## src/rtl/RS5_pkg.sv

```systemverilog
// Shared RS5 types for the plugin dispatch stage.
// Holds the dispatcher state encoding and default watchdog limit.
package RS5_pkg;

  typedef enum logic [2:0] {
    IDLE,
    ISSUE,
    WAIT,
    RESP,
    DRAIN
  } plugin_dispatch_state_e;

  localparam int unsigned PLUGIN_DEFAULT_TIMEOUT = 64;

endpackage

```

## src/rtl/plugin_dispatch.sv

```systemverilog
// Sequencer between execute and a start/busy/done coprocessor plugin.
// Optional watchdog abort when PLUGIN_TIMEOUT_EN is defined.
module plugin_dispatch
  import RS5_pkg::*;
#(
  parameter int unsigned TIMEOUT_CYCLES = PLUGIN_DEFAULT_TIMEOUT
) (
  input  logic        clk,
  input  logic        reset,
  input  logic        req_valid,
  output logic        req_ready,
  input  logic [31:0] req_rs1,
  input  logic [31:0] req_rs2,
  input  logic [4:0]  req_rd,
  input  logic        flush,
  output logic        plugin_start,
  output logic [31:0] plugin_a,
  output logic [31:0] plugin_b,
  input  logic [31:0] plugin_result,
  input  logic        plugin_busy,
  input  logic        plugin_done,
  output logic        resp_valid,
  input  logic        resp_ready,
  output logic [31:0] resp_data,
  output logic [4:0]  resp_rd,
  output logic        resp_err,
  output logic        hold
);

  plugin_dispatch_state_e state, state_n;

  logic cap_req;
  logic cap_res;
  logic cap_tmo;
  logic tmo;
  logic unused;

  always_comb begin
    state_n = state;
    cap_req = 1'b0;
    cap_res = 1'b0;
    cap_tmo = 1'b0;
    unique case (state)
      IDLE: begin
        if (req_valid && !flush) begin
          state_n = ISSUE;
          cap_req = 1'b1;
        end
      end
      ISSUE: begin
        if (flush) begin
          state_n = plugin_done ? IDLE : DRAIN;
        end else if (plugin_done) begin
          state_n = RESP;
          cap_res = 1'b1;
        end else begin
          state_n = WAIT;
        end
      end
      WAIT: begin
        // A done coinciding with flush has already retired the op.
        if (flush) begin
          state_n = plugin_done ? IDLE : DRAIN;
        end else if (plugin_done) begin
          state_n = RESP;
          cap_res = 1'b1;
        end else if (tmo) begin
          state_n = RESP;
          cap_tmo = 1'b1;
        end
      end
      RESP: begin
        if (flush || resp_ready) begin
          state_n = IDLE;
        end
      end
      DRAIN: begin
        if (plugin_done || tmo) begin
          state_n = IDLE;
        end
      end
      default: state_n = IDLE;
    endcase
  end

  always_ff @(posedge clk) begin
    if (reset) begin
      state     <= IDLE;
      plugin_a  <= '0;
      plugin_b  <= '0;
      resp_rd   <= '0;
      resp_data <= '0;
    end else begin
      state <= state_n;
      if (cap_req) begin
        plugin_a <= req_rs1;
        plugin_b <= req_rs2;
        resp_rd  <= req_rd;
      end
      if (cap_res) begin
        resp_data <= plugin_result;
      end else if (cap_tmo) begin
        resp_data <= '0;
      end
    end
  end

`ifdef PLUGIN_TIMEOUT_EN
  logic [15:0] cnt;
  logic        err_q;

  assign tmo = (cnt == 16'(TIMEOUT_CYCLES - 1));

  // Restarts whenever a new state is entered; only WAIT/DRAIN use it.
  always_ff @(posedge clk) begin
    if (reset) begin
      cnt <= '0;
    end else if (state_n != state) begin
      cnt <= '0;
    end else if (state == WAIT || state == DRAIN) begin
      cnt <= cnt + 16'd1;
    end
  end

  always_ff @(posedge clk) begin
    if (reset) begin
      err_q <= 1'b0;
    end else if (cap_res) begin
      err_q <= 1'b0;
    end else if (cap_tmo) begin
      err_q <= 1'b1;
    end
  end

  assign resp_err = err_q;
  assign unused   = plugin_busy;
`else
  assign tmo      = 1'b0;
  assign resp_err = 1'b0;
  assign unused   = ^{plugin_busy, 32'(TIMEOUT_CYCLES)};
`endif

  assign req_ready    = (state == IDLE);
  assign plugin_start = (state == ISSUE);
  assign resp_valid   = (state == RESP);
  assign hold         = (state != IDLE);

endmodule
```

## config.mk

```make
export PLATFORM = sky130hd
export DESIGN_NAME = plugin_dispatch
export DESIGN_NICKNAME = d
export VERILOG_FILES = /design/src/rtl/RS5_pkg.sv /design/src/rtl/plugin_dispatch.sv
export SDC_FILE = /design/constraint.sdc
export NUM_CORES = 1
export LEC_CHECK = 0
export CORE_MARGIN = 4
export CORE_UTILIZATION = 30
export CTS_CLUSTER_DIAMETER = 80
export DETAILED_ROUTE_END_ITERATION = 7
export GPL_TIMING_DRIVEN = 0
export SKIP_CTS_REPAIR_TIMING = 1
export SYNTH_ARGS = -nofsm -noshare
export SYNTH_HDL_FRONTEND = slang
export SYNTH_SLANG_ARGS = --single-unit
```

## constraint.sdc

```tcl
create_clock -name clk -period 2.3 [get_ports clk]
set_clock_uncertainty 0.1 [all_clocks]
set_input_delay 0.345 -clock clk [delete_from_list [all_inputs] [get_ports clk]]
set_output_delay 0.345 -clock clk [all_outputs]
set_load 0.02 [all_outputs]
```

==> flow_metrics.tcl, run 1 <==
set metrics [dict create \
    status "finished, final reports clean" \
    cap_violations 0 \
    fin_ws_ns 0.0935 \
    ios 214 \
    slew_viol_final 0 \
    grt_pass1_wl_um 23600 \
    fill_cells 1306 \
    syn_area_sq_mm 0.00406 \
    drive_gt1_frac 0.0406 \
    syn_inst 493 \
    p_leak_nw 2.24 \
    wl_per_cell_um 16.4 \
    portBuffers 208 \
    r2r_start "state[1]" \
    regArea_sq_mm 0.00208 \
    first_iter_violations 301 \
    rsz0062_at_grt "false" \
    fmax_ghz 0.453 \
    worstPathMaxFanout 10 \
    grtUsageTotal 0.186 \
    cp.required_ns 1.86 \
    crit_arrival_ns 1.76 \
    dr.pass1.iters 4 \
    via_count 4462 \
    clk_pin_slew_ns 0.07 \
    die_h_um 124 \
    syn_nets 601 \
    multi_input_comb_area_sq_mm 0.00172 \
    wl_um 14600 \
    start_util 0.307 \
    cts_buffers 9 \
    met1_usage 0.217 \
    slew_headroom 0.580 \
    hold_viol 0 \
    ys_seq_area_frac 0.512 \
    std_cell_rows 42 \
    ys_types 31 \
    grt-busiest-layer "met2" \
    routed_via_density 5.01 \
    core_region_area_sq_mm 0.0132 \
    synth_top_area_share 0.512 \
    yosysWarningCount 0 \
    period_share 0.959 \
    clkLatencyLatePin_ns 0.34 \
    area_growth_syn_to_layout_pct 63.4 \
    place_ws_ns -0.0532 \
    worstSetupPathType "reg -> out" \
    synth_area_leader_cell "dfxtp_1" \
    hpwl_um 10800 \
    ys_dominant_reg_cell "dfxtp_1" \
    min_period_ns 2.21 \
    gp_congestion 0.811 \
    worst_pin_slew_ns 0.628 \
    grt_pass1_vias 4584 \
    synth_edf_count 0 \
    use_met3 0.0905 \
    setup_viol 0 \
    syn_area_per_cell_sq_um 8.24 \
    cp-startpoint "state[2]" \
    htreeDepth 3 \
    num_antenna_cells 0 \
    power.total_w 0.00410 \
    drc 0 \
    antenna_found_initial 0 \
    grt_max_degree 15 \
    ir_drop_uv 426 \
    hold_class "in -> reg" \
    synth-seq-cells 104 \
    cts_sinks 104 \
    timing.hold.ws_ns 0.333 \
    final_nets 820 \
    ctsRootBufferMaster "clkbuf_16" \
    drtAntennaViolNets 0 \
    pwr_density_cell_mw_per_mm2 618 \
    design.die.area_sq_mm 0.0155 \
    postSynth.asyncResetShare 0 \
    netlist_top_cells_area "dfxtp_1, a21oi_1, nand3_1, o21ai_0, clkbuf_1" \
    grt_remaining_overflow 0 \
    min_from "reset" \
    use_met2 0.310 \
    clockBufferDepth 2 \
    worstSetupStartpointType "flop" \
    endpoint_kind "output port" \
    die_x_um 124 \
    tritoncts "done" \
]
per-layer routing:
metal,vias to the layer above,share of wire
li1,2198,-
met1,2087,0.41
met2,168,0.48
met3,9,0.099
met4,0,0.0075
met5,-,0
Yosys cell counts, types with 3 or more instances:
cell type  number
dfxtp_1       104
a21oi_1       101
nand3_1       101
o21ai_0        85
clkbuf_1       46
o21ai_1        16
buf_2           6
buf_6           4
nor3b_1         3
report_power, final:
group | leakage, nW | internal, W | switching, W
Sequential | 0.846 | 0.00188 | 0.0000362
Combinational | 1.27 | 0.000383 | 0.000414
Clock | 0.126 | 0.000752 | 0.000640
cells in the final DEF (no fill, tap or decap), drive strengths merged:
cell type	netlist	final
a2111o	1	1
a211o	1	1
a21oi	101	101
a22oi	1	1
a31oi	1	1
buf	13	14
clkbuf	46	58
clkdlybuf4s50	0	205
clkinv	0	1
conb	1	1
dfxtp	104	104
dlymetal6s2s	0	3
inv	2	2
nand2	1	1
nand2b	1	1
nand3	101	101
nor2	2	2
nor2b	1	1
nor3	2	2
nor3b	3	3
nor4	1	1
nor4b	1	1
o21ai	102	102
or3	2	2
or3b	1	1
or4	2	2
xnor2	1	1
xor2	1	1
registers in the layout, indices dropped and copies added, names as in the netlist:
signal	count
plugin_a	32
plugin_b	32
resp_data	32
resp_rd	5
state	3
final timing paths:
kind	depth (start not counted)	slack [ns]	end
worst max-delay path	4	0.09	hold
worst min-delay path	3	0.33	state[1]
worst min register to register	2	0.38	plugin_a[23]
worst max register to register	6	0.31	plugin_b[25]
critical path: stages (launching register included):
cell and delay, ns:
dfxtp_1 0.43, buf_2 0.26, nor3_4 0.07, inv_1 0.05
clkdlybuf4s50_1 0.59
cell type report:
type / count / share of cell area
Clock buffer: 13 / 0.0377
Tap cell: 176 / 0.0332
Timing Repair Buffer: 208 / 0.315
Buffer: 59 / 0.0403
Sequential cell: 104 / 0.314
Inverter: 2 / 0.00113
Multi-Input combinational cell: 328 / 0.259
Clock inverter: 1 / 0.000754
kinds of logic (layout without fill, tap and decap cells):
group | after synthesis | in the layout | synth area share
buffers and inverters | 61 | 283 | 0.0674
DFF | 104 | 104 | 0.512
xor gates and xnor gates | 2 | 2 | 0.00431
AOI/OAI and AO/OA | 207 | 207 | 0.259
and+or+nand+nor | 118 | 118 | 0.156
other | 1 | 1 | 0.000923
through the flow:
stage / util / cells / instance area [sq um] / TNS, ns
after detailed placement: 0.481 / 877 / 6360 / -0.480
after global placement: 0.481 / 877 / 6360 / -0.455
final: 0.501 / 891 / 6640 / 0
after CTS: 0.500 / 891 / 6620 / -0.277
after global routing: 0.501 / 891 / 6640 / 0
after floorplan: - / 493 / 4060 / 0
Power figures use the tool's default switching activity.
==> inputs of run 2 (changes only) <==
--- a/config.mk
+++ b/config.mk
@@ -10,6 +10,7 @@
 export CTS_CLUSTER_DIAMETER = 80
 export DETAILED_ROUTE_END_ITERATION = 7
 export GPL_TIMING_DRIVEN = 0
+export PLACE_DENSITY = 0.71
 export SKIP_CTS_REPAIR_TIMING = 1
 export SYNTH_ARGS = -nofsm -noshare
 export SYNTH_HDL_FRONTEND = slang
==> run 2 against run 1 <==
Net effect: combinational power barely moved; critical path depth up 2; utilization up 0.27 points; sequential power about the same; die area unchanged; sequential share of layout area down 0.17 points; clock-buffer cell count increased by 1; power grew 1.9%; global-route usage fell by 0.36 points; critical endpoint is now plugin_b[18]; largest cell class unchanged.
==> flow_metrics.tcl, run 2 (same netlist as run 1, synthesis figures left out) <==
set metrics [dict create \
    num_antenna_cells 0 \
    swShare 0.263 \
    period_share 0.865 \
    grt_pass1_wl_um 23300 \
    routed_via_density 5.09 \
    clkLatencyLatePin_ns 0.35 \
    core_region_area_sq_mm 0.0132 \
    die_x_um 124 \
    hold_viol 0 \
    dr.pass1.iters 4 \
    wl_per_cell_um 16.4 \
    min_period_ns 1.99 \
    drive_gt1_frac 0.0446 \
    pwr_density_cell_mw_per_mm2 626 \
    clkPwrFrac 0.351 \
    worstPathMaxFanout 10 \
    clk_pin_slew_ns 0.07 \
    design.die.area_sq_mm 0.0155 \
    fin_util 0.504 \
    fill_cells 1243 \
    hold_class "reg -> reg" \
    first_iter_violations 311 \
    crit_arrival_ns 2.17 \
    layout_common_cells "clkdlybuf4s50_1, dfxtp_1, nand3_1, a21oi_1, o21ai_0" \
    stdcell_area_sq_mm 0.00668 \
    worstSetupPathType "reg -> reg" \
    start_util 0.307 \
    area_growth_syn_to_layout_pct 64.3 \
    grt_pass1_vias 4560 \
    ios 214 \
    dpl_cell_area_sq_mm 0.00636 \
    seqPwrFrac 0.458 \
    crit_slowest_cell "nor4_4" \
    path_cells "clkbuf_4 -> nor4_4 -> buf_2 -> buf_4 -> nand3_1 -> a21oi_1" \
    worst_pin_slew_ns 0.618 \
    p_int_w 0.00308 \
    grtUsageTotal 0.182 \
    slew_viol_final 0 \
    cts_buffers 9 \
    grt_max_degree 16 \
    cp_slowest_stage_delay_ns 0.50 \
    final_common_cell "clkdlybuf4s50_1" \
    die_h_um 124 \
    cts_sinks 104 \
    drc 0 \
    antenna_found_initial 0 \
    p_leak_nw 2.27 \
    via_count 4547 \
    largestRegisters "plugin_a: 32 flops, plugin_b: 32 flops, resp_data: 32 flops" \
    clockBufferDepth 2 \
    tritoncts "done" \
    ir_drop_uv 320 \
    status "finished, final reports clean" \
    combinationalPowerShare 0.191 \
    wl_um 14700 \
    fin_cells 893 \
    slew_headroom 0.588 \
    grt_remaining_overflow 0 \
    ctsRootBufferMaster "clkbuf_16" \
    p_switching_w 0.00110 \
    dp_cells 877 \
    fmax_ghz 0.503 \
    hpwl_um 11000 \
    portBuffers 208 \
    gp_congestion 0.821 \
    final_nets 820 \
    power.total_w 0.00418 \
    endpoint_kind "flop" \
    htreeDepth 3 \
    cp.required_ns 2.48 \
    drtAntennaViolNets 0 \
    std_cell_rows 42 \
    setup_viol 0 \
    worstSetupStartpointType "flop" \
    rsz0062_at_grt "false" \
    cap_violations 0 \
]
-- run 2: path summary, 6_finish.rpt --
kind,end,from,depth (start not counted),slack [ns]
worst min register to register,plugin_b[15],plugin_b[15],2,0.38
worst min-delay path,plugin_b[15],plugin_b[15],2,0.38
worst max-delay path,plugin_b[18],state[1],6,0.31
worst max register to register,plugin_b[18],state[1],6,0.31
-- run 2: metrics by stage --
| stage | hold WS (ns) | TNS [ns] | setup WS, ns |
|---|---|---|---|
| global route | 0.387 | 0 | 0.138 |
| global placement | 0.354 | 0 | 0.0431 |
| finish | 0.376 | 0 | 0.311 |
| floorplan | 0.324 | 0 | 0.504 |
| CTS | 0.375 | -0.684 | -0.299 |
| detailed placement | 0.366 | -0.226 | -0.0427 |
-- run 2: worst max-delay path: cells and delay by family, from the launching register on --
kind | cells | cell delay, ns
AOI/OAI and AO/OA | 1 | 0.14
buffers and inverters | 3 | 0.73
DFF | 1 | 0.34
and+or+nand+nor | 2 | 0.61
-- run 2: layout make-up --
type / instances / area [sq um] / share of cell area
Tap cell: 176 / 220 / 0.0330
Clock buffer: 14 / 274 / 0.0410
Sequential cell: 104 / 2080 / 0.312
Multi-Input combinational cell: 328 / 1720 / 0.257
Clock inverter: 2 / 12.5 / 0.00187
Inverter: 2 / 7.51 / 0.00112
Timing Repair Buffer: 208 / 2090 / 0.313
Buffer: 59 / 270 / 0.0405
-- run 2: power groups by stage --
stage	combinational [W]	clock [W]	sequential, W
after floorplan	0.000277	0	0.00204
after global placement	0.000782	0	0.00195
after detailed placement	0.000797	0	0.00195
after CTS	0.000802	0.00151	0.00191
after global routing	0.000859	0.00159	0.00192
final	0.000799	0.00147	0.00191
-- run 2: routing by layer --
layer  track usage  part of all wire
met1         0.208              0.40
met2         0.313              0.49
met3        0.0708             0.092
met4        0.0561             0.013
met5             0                 0
==> inputs of run 3 (changes only) <==
--- a/config.mk
+++ b/config.mk
@@ -5,12 +5,13 @@
 export SDC_FILE = /design/constraint.sdc
 export NUM_CORES = 1
 export LEC_CHECK = 0
+export ABC_AREA = 1
 export CORE_MARGIN = 4
 export CORE_UTILIZATION = 30
 export CTS_CLUSTER_DIAMETER = 80
 export DETAILED_ROUTE_END_ITERATION = 7
 export GPL_TIMING_DRIVEN = 0
-export PLACE_DENSITY = 0.71
+export PLACE_DENSITY = 0.72
 export SKIP_CTS_REPAIR_TIMING = 1
 export SYNTH_ARGS = -nofsm -noshare
 export SYNTH_HDL_FRONTEND = slang
==> run 3 against run 2 <==
Net effect: setup slack lost 0.11 ns; clock power grew 9.5%; wire length shrank 14%; utilization grew 2.2 points; sequential cell count is the same; final cell count shrank 1.1%; non-clock buffer count shrank 22; critical path type is now reg -> out; critical endpoint is now resp_valid.
==> flow_metrics.tcl, run 3 <==
set metrics [dict create \
    p_leak_nw 2.54 \
    num_antenna_cells 0 \
    ios 214 \
    clockBufferDepth 2 \
    htreeDepth 3 \
    ys_seq_area_frac 0.544 \
    dr.pass1.iters 4 \
    rsz0062_at_grt "false" \
    largestRegisters "plugin_a: 32 flops, plugin_b: 32 flops, resp_data: 32 flops" \
    ctsRootBufferMaster "clkbuf_16" \
    final.setup.tns_ns 0 \
    antenna_found_initial 0 \
    layout_common_cells "clkdlybuf4s50_1, nor2_1, dfxtp_1, o21ai_0, nand2_1" \
    endpoint_kind "output port" \
    crit_arrival_ns 1.66 \
    std_cell_rows 40 \
    synth_top_area_share 0.544 \
    syn_inst 489 \
    clkLatencyLatePin_ns 0.34 \
    wl_per_cell_um 14.2 \
    postSynth.asyncResetShare 0 \
    first_iter_violations 148 \
    ys_types 21 \
    crit_slowest_cell "clkdlybuf4s50_1" \
    tritoncts "done" \
    design.die.area_sq_mm 0.0146 \
    drive_gt1_frac 0.0545 \
    syn_nets 597 \
    fill_cells 1162 \
    final_nets 818 \
    path_cells "nand2_1 -> nor2_1 -> clkdlybuf4s50_1" \
    grt_remaining_overflow 0 \
    min_period_ns 2.10 \
    grt_max_degree 16 \
    grt_pass1_wl_um 19400 \
    clk_pin_slew_ns 0.06 \
    yosysWarningCount 0 \
    cts_buffers 9 \
    worstSetupStartpointType "flop" \
    wl_um 12600 \
    synth_area_leader_cell "dfxtp_1" \
    synth_most_common_cell "nor2_1" \
    area_growth_syn_to_layout_pct 68.7 \
    netlist_top_cells_area "dfxtp_1, nor2_1, o21ai_0, nand3_1, a21oi_1" \
    period_share 0.914 \
    die_x_um 121 \
    core_region_area_sq_mm 0.0123 \
    stdcell_area_sq_mm 0.00646 \
    start_util 0.312 \
    setup_viol 0 \
    syn_area_sq_mm 0.00383 \
    pwr_density_cell_mw_per_mm2 967 \
    hold_class "in -> reg" \
    final_common_cell "clkdlybuf4s50_1" \
    slew_viol_final 0 \
    synth_edf_count 0 \
    cp.required_ns 1.86 \
    hpwl_um 9830 \
    via_count 4045 \
    drc 0 \
    cp_slowest_stage_delay_ns 0.64 \
    cap_violations 0 \
    status "finished, final reports clean" \
    hold_viol 0 \
    fin_util 0.527 \
    ir_drop_uv 632 \
    dpl_cell_area_sq_mm 0.00614 \
    portBuffers 210 \
    syn_area_per_cell_sq_um 7.82 \
    worstSetupPathType "reg -> out" \
    synth-seq-cells 104 \
    drtAntennaViolNets 0 \
    grtUsageTotal 0.166 \
    synthTopCellsByCount "nor2_1, dfxtp_1, o21ai_0" \
    fmax_ghz 0.476 \
    gp_congestion 0.800 \
    ys_dominant_reg_cell "dfxtp_1" \
    grt_pass1_vias 3964 \
    die_h_um 121 \
    routed_via_density 4.58 \
    cts_sinks 104 \
    worstPathMaxFanout 5 \
]
-- run 3: cell count changes in the layout (fill, tap and decap cells not counted), sizes merged, moves of 3 or more --
cell	change
nor2	+150
buf	+4
nand3	-64
o21ai	-31
nand2	+45
nor3b	-3
clkbuf	-29
dlymetal6s2s	-3
inv	+7
clkdlybuf4s50	+5
a21oi	-68
-- run 3: layout make-up --
| class | instances | area (sq um) | area share |
|---|---|---|---|
| Timing Repair Buffer | 210 | 2100 | 0.326 |
| Sequential cell | 104 | 2080 | 0.322 |
| Multi-Input combinational cell | 341 | 1490 | 0.231 |
| Clock buffer | 13 | 250 | 0.0388 |
| Buffer | 35 | 215 | 0.0333 |
| Tap cell | 168 | 210 | 0.0326 |
| Clock inverter | 3 | 65.1 | 0.0101 |
| Inverter | 9 | 36.3 | 0.00562 |
-- run 3: worst max-delay path: cells and delay by family (launching register included) --
family | cells | cell delay [ns]
buffers and inverters | 1 | 0.64
flip-flops | 1 | 0.45
AND/OR/NAND/NOR | 2 | 0.23
-- run 3: final timing paths --
| path | from | to | slack [ns] | cells past startpoint |
|---|---|---|---|---|
| worst min register to register | resp_data[10] | resp_data[10] | 0.36 | 2 |
| worst max-delay path | state[0] | resp_valid | 0.20 | 3 |
| worst min-delay path | reset | state[2] | 0.24 | 2 |
| worst max register to register | state[2] | plugin_b[10] | 0.57 | 6 |
-- run 3: cells by family after synthesis --
group	after synthesis	share of synthesized area
AO/OA/AOI/OAI	104	0.136
buffers and inverters	44	0.0657
flip-flops	104	0.544
other	1	0.000980
AND/OR/NAND/NOR	236	0.253
-- run 3: stage by stage --
stage	std cells	hold slack (ns)	total power (W)	setup slack [ns]
after floorplan	489	0.373	0.00357	0.863
after global placement	867	0.346	0.00463	0.0808
after detailed placement	867	0.352	0.00469	0.0404
after CTS	883	0.226	0.00634	0.0770
after global routing	883	0.260	0.00659	0.0767
final	883	0.243	0.00624	0.198
-- run 3: where the power goes --
| part | internal [W] | switching (W) |
|---|---|---|
| registers | 0.00212 | 0.000179 |
| logic | 0.00106 | 0.00128 |
| clock network | 0.000983 | 0.000627 |
-- run 3: layer usage --
metal | track usage | wire [um]
met1 | 0.181 | 4950
met2 | 0.286 | 6080
met3 | 0.0774 | 1360
met4 | 0.0538 | 166
met5 | 0 | 0
